$ cat src/rtl/i2c_cmd_arbiter_pkg.sv
// Shared types for the I2C command arbiter: FSM states, the forwarded command
// record and a small index helper.
package package_i2c;

    localparam int I2C_BURST_WIDTH = 4;

    typedef enum logic [1:0] {
        ARB_IDLE,
        ARB_CMD,
        ARB_WDATA
    } t_arb_states;

    typedef struct packed {
        logic                       we;
        logic                       sccb_mode;
        logic [6:0]                 addr_slave;
        logic [7:0]                 addr_reg;
        logic [I2C_BURST_WIDTH-1:0] burst_num;
    } t_i2c_cmd;

    // Cyclic successor of a requester index.
    function automatic int unsigned wrap_inc(input int unsigned idx, input int unsigned n);
        return (idx + 1 >= n) ? 0 : idx + 1;
    endfunction

endpackage

$ cat src/rtl/i2c_cmd_arbiter_rr_pick.sv
// Combinational requester picker: first request at or after ptr_i (cyclic), or the
// lowest-index request when I2C_ARB_FIXED_PRIO_EN is defined (ptr_i is then ignored).
module rr_pick #(
    parameter int NUM_REQ = 2,
    parameter int IDX_W   = $clog2(NUM_REQ)
) (
    input  logic [NUM_REQ-1:0] req_i,
    input  logic [IDX_W-1:0]   ptr_i,
    output logic [IDX_W-1:0]   idx_o,
    output logic               any_o
);

    int unsigned cand;

    always_comb begin
        idx_o = '0;
        any_o = 1'b0;
        cand  = 0;
`ifdef I2C_ARB_FIXED_PRIO_EN
        for (int i = NUM_REQ - 1; i >= 0; i--) begin
            if (req_i[i]) begin
                idx_o = IDX_W'(i);
                any_o = 1'b1;
            end
        end
`else
        // Walk backwards so the closest request after ptr_i is written last and wins.
        for (int k = NUM_REQ - 1; k >= 0; k--) begin
            cand = (32'(ptr_i) + 32'(k)) % NUM_REQ;
            if (req_i[cand]) begin
                idx_o = IDX_W'(cand);
                any_o = 1'b1;
            end
        end
`endif
    end

endmodule

$ cat src/rtl/i2c_cmd_arbiter.sv
// Shares the I2C manager command and write-byte ports between NUM_REQ requesters,
// holding the grant through a write burst. Define I2C_ARB_FIXED_PRIO_EN for fixed priority.
//
// state     | meaning
// ARB_IDLE  | no grantee; pick one from the pending requests
// ARB_CMD   | grantee's command is presented to the manager
// ARB_WDATA | grantee's write bytes are forwarded until the burst count reaches zero
module i2c_cmd_arbiter
    import package_i2c::*;
#(
    parameter int NUM_REQ     = 2,
    parameter int BURST_WIDTH = I2C_BURST_WIDTH,
    localparam int GW         = $clog2(NUM_REQ)
) (
    input  logic                              i_clk,
    input  logic                              i_rst,
    input  logic [NUM_REQ-1:0]                i_req_valid,
    input  logic [NUM_REQ-1:0]                i_req_we,
    input  logic [NUM_REQ-1:0]                i_req_sccb_mode,
    input  logic [NUM_REQ-1:0][6:0]           i_req_addr_slave,
    input  logic [NUM_REQ-1:0][7:0]           i_req_addr_reg,
    input  logic [NUM_REQ-1:0][BURST_WIDTH-1:0] i_req_burst_num,
    output logic [NUM_REQ-1:0]                o_req_ready,
    input  logic [NUM_REQ-1:0]                i_wr_valid,
    input  logic [NUM_REQ-1:0][7:0]           i_wr_byte,
    output logic [NUM_REQ-1:0]                o_wr_ready,
    output logic                              o_valid,
    output logic                              o_we,
    output logic                              o_sccb_mode,
    output logic [6:0]                        o_addr_slave,
    output logic [7:0]                        o_addr_reg,
    output logic [BURST_WIDTH-1:0]            o_burst_num,
    input  logic                              i_ready,
    output logic                              o_valid_wr_byte,
    output logic [7:0]                        o_wr_byte,
    input  logic                              i_ready_wr_byte,
    output logic [GW-1:0]                     o_grant,
    output logic                              o_busy
);

    localparam logic [BURST_WIDTH:0] CNT_ONE = (BURST_WIDTH + 1)'(1);

    generate
        if (BURST_WIDTH != I2C_BURST_WIDTH) begin : g_bw_check
            $error("BURST_WIDTH must match I2C_BURST_WIDTH");
        end
    endgenerate

    t_arb_states          state_q, state_d;
    logic [GW-1:0]        grant_q, grant_d;
    logic [BURST_WIDTH:0] wr_cnt_q, wr_cnt_d;
    logic [GW-1:0]        grant_next;
    logic [GW-1:0]        pick_idx;
    logic                 pick_any;
    logic                 release_grant;
    logic [GW-1:0]        pick_ptr;
    t_i2c_cmd             cmd_sel;

    assign grant_next = GW'(wrap_inc(32'(grant_q), NUM_REQ));

`ifdef I2C_ARB_FIXED_PRIO_EN
    assign pick_ptr = '0;
`else
    logic [GW-1:0] rr_ptr_q, rr_ptr_d;
    assign pick_ptr = rr_ptr_q;

    always_comb begin
        rr_ptr_d = rr_ptr_q;
        if (release_grant) begin
            rr_ptr_d = grant_next;
        end
    end

    always_ff @(posedge i_clk) begin
        if (i_rst) begin
            rr_ptr_q <= '0;
        end else begin
            rr_ptr_q <= rr_ptr_d;
        end
    end
`endif

    rr_pick #(
        .NUM_REQ(NUM_REQ),
        .IDX_W  (GW)
    ) u_pick (
        .req_i(i_req_valid),
        .ptr_i(pick_ptr),
        .idx_o(pick_idx),
        .any_o(pick_any)
    );

    always_comb begin
        state_d         = state_q;
        grant_d         = grant_q;
        wr_cnt_d        = wr_cnt_q;
        release_grant   = 1'b0;
        cmd_sel         = '0;
        o_valid         = 1'b0;
        o_req_ready     = '0;
        o_valid_wr_byte = 1'b0;
        o_wr_byte       = '0;
        o_wr_ready      = '0;

        case (state_q)
            ARB_IDLE: begin
                if (pick_any) begin
                    grant_d = pick_idx;
                    state_d = ARB_CMD;
                end
            end

            ARB_CMD: begin
                cmd_sel.we         = i_req_we[grant_q];
                cmd_sel.sccb_mode  = i_req_sccb_mode[grant_q];
                cmd_sel.addr_slave = i_req_addr_slave[grant_q];
                cmd_sel.addr_reg   = i_req_addr_reg[grant_q];
                cmd_sel.burst_num  = i_req_burst_num[grant_q];
                o_valid            = i_req_valid[grant_q];
                o_req_ready[grant_q] = i_req_valid[grant_q] & i_ready;
                if (i_req_valid[grant_q] && i_ready) begin
                    if (i_req_we[grant_q]) begin
                        // One extra bit so burst_num = all-ones still counts 2**BURST_WIDTH bytes.
                        wr_cnt_d = {1'b0, i_req_burst_num[grant_q]} + CNT_ONE;
                        state_d  = ARB_WDATA;
                    end else begin
                        release_grant = 1'b1;
                        state_d       = ARB_IDLE;
                    end
                end else if (!i_req_valid[grant_q]) begin
                    state_d = ARB_IDLE;
                end
            end

            ARB_WDATA: begin
                o_valid_wr_byte     = i_wr_valid[grant_q];
                o_wr_byte           = i_wr_byte[grant_q];
                o_wr_ready[grant_q] = i_wr_valid[grant_q] & i_ready_wr_byte;
                if (i_wr_valid[grant_q] && i_ready_wr_byte) begin
                    wr_cnt_d = wr_cnt_q - CNT_ONE;
                    if (wr_cnt_q == CNT_ONE) begin
                        release_grant = 1'b1;
                        state_d       = ARB_IDLE;
                    end
                end
            end

            default: begin
                state_d = ARB_IDLE;
            end
        endcase
    end

    always_ff @(posedge i_clk) begin
        if (i_rst) begin
            state_q  <= ARB_IDLE;
            grant_q  <= '0;
            wr_cnt_q <= '0;
        end else begin
            state_q  <= state_d;
            grant_q  <= grant_d;
            wr_cnt_q <= wr_cnt_d;
        end
    end

    assign o_we         = cmd_sel.we;
    assign o_sccb_mode  = cmd_sel.sccb_mode;
    assign o_addr_slave = cmd_sel.addr_slave;
    assign o_addr_reg   = cmd_sel.addr_reg;
    assign o_burst_num  = cmd_sel.burst_num;
    assign o_grant      = grant_q;
    assign o_busy       = (state_q != ARB_IDLE);

endmodule
$ cat config.mk
export PLATFORM = sky130hd
export DESIGN_NAME = i2c_cmd_arbiter
export DESIGN_NICKNAME = d
export VERILOG_FILES = /design/src/rtl/i2c_cmd_arbiter_pkg.sv /design/src/rtl/i2c_cmd_arbiter_rr_pick.sv /design/src/rtl/i2c_cmd_arbiter.sv
export SDC_FILE = /design/constraint.sdc
export NUM_CORES = 1
export LEC_CHECK = 0
export ABC_AREA = 0
export CORE_MARGIN = 2
export CORE_UTILIZATION = 60
export CTS_CLUSTER_DIAMETER = 200
export DETAILED_ROUTE_END_ITERATION = 6
export DONT_BUFFER_PORTS = 1
export GPL_TIMING_DRIVEN = 0
export PLACE_DENSITY = 0.8
export SETUP_SLACK_MARGIN = 0.2
export SLEW_MARGIN = 20
export SYNTH_ARGS = -nofsm -noshare
export SYNTH_HDL_FRONTEND = slang
export SYNTH_SLANG_ARGS = --single-unit
export TNS_END_PERCENT = 50
$ cat constraint.sdc
create_clock -name i_clk -period 3.15 [get_ports i_clk]
set_clock_uncertainty 0.2 [all_clocks]
set_input_delay 0.315 -clock i_clk [delete_from_list [all_inputs] [get_ports i_clk]]
set_output_delay 0.315 -clock i_clk [all_outputs]
set_load 0.05 [all_outputs]
After elaboration in Yosys (flattened, before gate mapping)
Cells that the tools add are included.
Storage, ports and cells
  register bits after elaboration: 9
  bits in latches: 0
  memory bits (writable): 0
  memory bits (read-only): 0
  input port bits: 66
  output and inout bits: 37
  word-level logic and storage cells: 84
  memories kept: 0
Operators by class
  add/sub/neg operators: 4
  multipliers: 0
  div/mod/pow operators: 0
  order comparisons: 5
  equality and inequality tests: 9
  shift operators: 0
  mux-type cells: 49
  bitwise gates (word level): 4
  reductions and logical operators: 9
Operators by type and width (count)
  two-way mux 8 bit: 5
  two-way mux 1 bit: 24
  two-way mux 21 bit: 1
  two-way mux 2 bit: 8
  two-way mux 5 bit: 3
  two-way mux 7 bit: 2
  != test 2 bit, second input constant: 5
  one-hot mux 5 bit (2 select lines): 1
  two-way mux 4 bit: 2
  AND reduction 4 bit: 2
  < comparator 1 x 2 -> 1 bit, second input constant: 3
  one-hot mux 2 bit (3 select lines): 1
  adder 4 x 1 -> 5 bit, second input constant: 1
  == test 5 x 1 -> 1 bit, second input constant: 1
  subtractor 5 x 1 -> 5 bit, second input constant: 1
  bitwise AND 2 bit: 2
  nonzero test 2 bit: 2
  logical AND 1 bit: 3
  != test 3 bit, second input constant: 1
  adder 1 x 1 -> 2 bit, second input constant: 1
  bitwise AND 1 bit: 2
  == test 2 x 1 -> 1 bit, second input constant: 1
  == test 2 bit, second input constant: 1
  greater-or-equal comparator 2 bit, second input constant: 1
  other kinds (6): 6

Logic depth before layout (Yosys ltp)
  word-level depth: 7
  depth in mapped cells: 8
  gate-level depth less buffers: 6

Modules after synthesis
Synthesis repeated with hierarchy kept, for this count alone.
Unflattened totals
  cell total of the unflattened synthesis: 167
  area total of the unflattened synthesis: 1281.2 µm²
Modules (own cells, without submodules)
  i2c_cmd_arbiter: times used 1, cells each 164, area an instance 1263.7 µm², seq. area each 180.2 µm²
  rr_pick: times used 1, cells each 3, area an instance 17.5 µm², seq. area each 0.0 µm²

Worst setup path before layout
OpenSTA, ideal clock, no wires.
  path kind: reg-to-output
  start point: register grant_q, in the netlist o_grant
  end point: output o_addr_reg[0]
  data arrival time: 2.227 ns
  setup slack: 0.408 ns
  cell stages (with the launch flop): 6
  path buffers: 3
  cells stage by stage: dfxtp_1 buf_6 buf_6 clkbuf_1 mux2i_1 nor2b_1
On the way
  word-level cells in the longest chain between the ends: 3
RTL lines
  start, declared: line i2c_cmd_arbiter.sv:50  | logic [GW-1:0] grant_q, grant_d;
  start signal, assigned: line i2c_cmd_arbiter.sv:161  | grant_q <= grant_d;
  two-way mux 8 bit (not written as such) (2 in a row): line i2c_cmd_arbiter.sv:117  | cmd_sel.addr_reg = i_req_addr_reg[grant_q];
  two-way mux 21 bit: line i2c_cmd_arbiter.sv:105  | case (state_q)
  end, declared: line i2c_cmd_arbiter.sv:31  | output logic [7:0] o_addr_reg,
Every way passes these cells. The select of a mux whose other input is x is not followed.

Worst setup path in the final report
  start point: register grant_q, in the netlist o_grant
  end point: output o_req_ready[1]
On the way
  word-level cells in the longest chain between the ends: 6
RTL lines
  < comparator 1 x 2 -> 1 bit (not written as such) / greater-or-equal comparator 1 bit (equally long branches): line i2c_cmd_arbiter.sv:120  | o_req_ready[grant_q] = i_req_valid[grant_q] & i_ready;
  logical AND 1 bit (not written as such): line i2c_cmd_arbiter.sv:120
  two-way mux 1 bit (not written as such): line i2c_cmd_arbiter.sv:120
  demux 1 bit (select 1 bit): line i2c_cmd_arbiter.sv:120
  bitwise AND 2 bit (no source line) *
  two-way mux 2 bit *: line i2c_cmd_arbiter.sv:105
  end, declared: line i2c_cmd_arbiter.sv:23  | output logic [NUM_REQ-1:0] o_req_ready,
Mark *: on every way between the ends. The rest lies on a longest branch, timed or not. The select of a mux whose other input is x is not followed.

==> metrics.cfg <==
[outcome]
status = finished clean

[yosys]
synth_top_area_share_pct = 23.11
synth.area.top_cells = mux2i_1 (23%), dfxtp_1 (14%), nor2b_1 (10%)
yosysSeqAreaShare_pct = 14.34
synth_commonest_cells = mux2i_1 (29), nor2b_1 (21), nor2_1 (17)
netlist_instances = 158
avgSynthCellArea_sq_um = 7.951
yosysUniqueCellTypes = 41
syn-num-nets = 230
synth_top_cell_by_area = mux2i_1
synth_area_sq_um = 1256
synth.most_common_cell = mux2i_1
synth-edff-count = 0
async_flop_share_pct = 0
synth-main-ff-cell = dfxtp_1
yosysWarningCount = 0
synth_seq_cells = 9

[sta]
fin_crit_sh_pct = 90.59
hold_viol = 0
rsz0062_at_grt = true
maxSlewViolCount = 0
tns_ns = 0
max_freq_ghz = 0.3504
fin_crit_ns = 2.854
setup_viol = 0
worst_pin_slew_ns = 0.9922
relSlewSlack_pct = 33.72

[global_route]
grt_usage_pct = 28.63
grt_max_degree = 11
first_global_vias = 1152
grt_pass1_wl_microns = 5575
antenna_found_initial = 0
overflow = 0

[pwr]
p_comb_share_pct = 56.5
seqPwrFrac_pct = 24.5
ir_worst_vdd_mv = 0.2291
power_frac_clock_pct = 19.0
p_switching_uw = 273.9
swShare_pct = 52.70
p_leak_uw = 0.0004721
p_int_uw = 245.8
pwr_density_cell_nw_per_um2 = 375.9
totalPowerFinal_uw = 519.7

[die]
core_sq_um = 1962
die_h_microns = 49.76
start_util_pct = 64.03
rows = 16
pin_count = 103
dieArea_sq_um = 2476
die_x_microns = 49.76

[placement]
place.gp.congestion = 0.8598
io_buffers = 0
place_hpwl_microns = 2851

[setup_path]
r2r_setup_slack_ns = 0.54
worstReg2RegEnd = wr_cnt_q[2]$_SDFFE_PP0P_
r2r_start = o_grant$_SDFFE_PP0P_
worstSetupPathType = register to output port
critPathMaxFanout = 10
cp.required_ns = 2.63
worstSetupEndpointType = output port
crit_path_start_kind = register
reg2regPathDepth = 8
arrival_ns = 2.34

[cts]
clk_pin_slew_worst_paths_ns = 0.07
numClockSinks = 9
cts_tree = built
h-tree-depth = 1
cts_buffers = 3
cts_buffer_depth = 2
clock_latency_ns = 0.28
clockRootBuffer = clkbuf_4

[cells_and_area]
antenna_cells = 0
drive_gt1_share_pct = 20.99
nets = 235
area_delta_synth_final_pct = 10.06

[worst_hold_path]
worstHoldStart = i_req_valid[1]
hold-path-endpoint = o_grant$_SDFFE_PP0P_
hold_depth = 2
hold_path_class = input pin to register

[routing]
first_pass_iters = 4
drtAntennaViolNets = 0
drt_wl_total_microns = 3671
drt_iter0_drc = 41
route.detailed.drc = 0
route.detailed.wl_per_inst_microns = 19.42
vias = 1241
via_per_inst = 6.566

[flow_run]
drv_cap = 0

worst max-delay path, stage by stage, from the launching register on:
cell,delay [ns]
dfxtp_2,0.51
buf_6,0.17
buf_6,0.15
buf_2,0.28
buf_2,0.33
inv_1,0.14
nor2_2,0.48
cell type report:
class,instances,area [sq um]
Sequential cell,9,181.4
Multi-Input combinational cell,129,1046
Tap cell,27,33.78
Clock buffer,3,22.52
Inverter,10,37.54
Fill cell,170,579.3
Clock inverter,1,5.005
Buffer,10,56.30
layout by cell type (no fill, tap or decap), types with 3 or more instances in the layout:
cell,instances
a21oi_1,6
and2_1,3
clkbuf_1,4
clkbuf_4,3
dfxtp_1,8
ha_1,6
inv_1,10
mux2_2,4
mux2i_1,29
nand2_1,4
nand2b_1,3
nor2_1,7
nor2_2,6
nor2_4,4
nor2b_1,14
nor2b_2,7
nor3_1,3
o21ai_0,3
metrics by stage:
stage          hold slack, ns  instances  util [%]  cell area, sq um  setup WS (ns)
6_report              0.01447        189     70.47              1383         0.2964
5_1_grt               0.02056        189     70.47              1383         0.1969
4_1_cts               0.01067        189     70.09              1375         0.1427
3_5_place_dp           0.3012        185     65.75              1290         0.2098
3_3_place_gp           0.2887        185     65.75              1290         0.2392
2_1_floorplan          0.2698        158         -              1256         0.4077
registers in the layout, summed over array words and instances (netlist names):
register,flops
o_grant,1
state_q,2
pick_ptr,1
wr_cnt_q,5
cells by family (layout without fill, tap and decap cells):
group                      after synthesis  in the layout  synth area share, %
and+or+nand+nor                         61             61                27.49
DFF                                      9              9                14.34
buffers and inverters                   20             24                7.371
AOI/OAI and AO/OA                       27             27                16.34
adders and majority gates                6              6                5.976
muxes                                   35             35                28.49
power by group through the flow:
stage               clock network (uW)  logic, uW  registers (uW)
detailed placement                   0        281             130
finish                            98.9        294             127
CTS                               99.2        291             127
floorplan                            0        254             128
global placement                     0        275             129
global route                       105        309             128
what timing repair did:
| action | in CTS | in global routing |
|---|---|---|
| gates cloned | 0 | 0 |
| setup buffers | 0 | 0 |
| hold buffers | 0 | 0 |
| endpoints found under the setup margin | 21 | 26 |
| gates resized for setup | 20 | 4 |
worst max-delay path by stage:
stage / slack (ns) / start / endpoint / cells after the start
final: 0.30 / o_grant$_SDFFE_PP0P_ / o_req_ready[1] / 6
after global routing: 0.20 / state_q[0]$_SDFFE_PP0P_ / o_wr_ready[0] / 5
after CTS: 0.14 / o_grant$_SDFFE_PP0P_ / o_req_ready[1] / 6
after detailed placement: 0.21 / o_grant$_SDFFE_PP0P_ / o_addr_reg[6] / 5
after global placement: 0.24 / o_grant$_SDFFE_PP0P_ / o_addr_reg[6] / 5
after floorplan: 0.41 / o_grant$_SDFFE_PP0P_ / o_addr_reg[0] / 5
metal layers:
| metal | wire length (microns) | part of all wire [%] | track usage, % |
|---|---|---|---|
| met1 | 1422 | 39 | 31.46 |
| met2 | 1894 | 52 | 51.78 |
| met3 | 305 | 8.3 | 8.182 |
| met4 | 48 | 1.3 | 10.19 |
| met5 | 0 | 0 | 0 |
No activity file was read; power rests on OpenSTA's default activity.
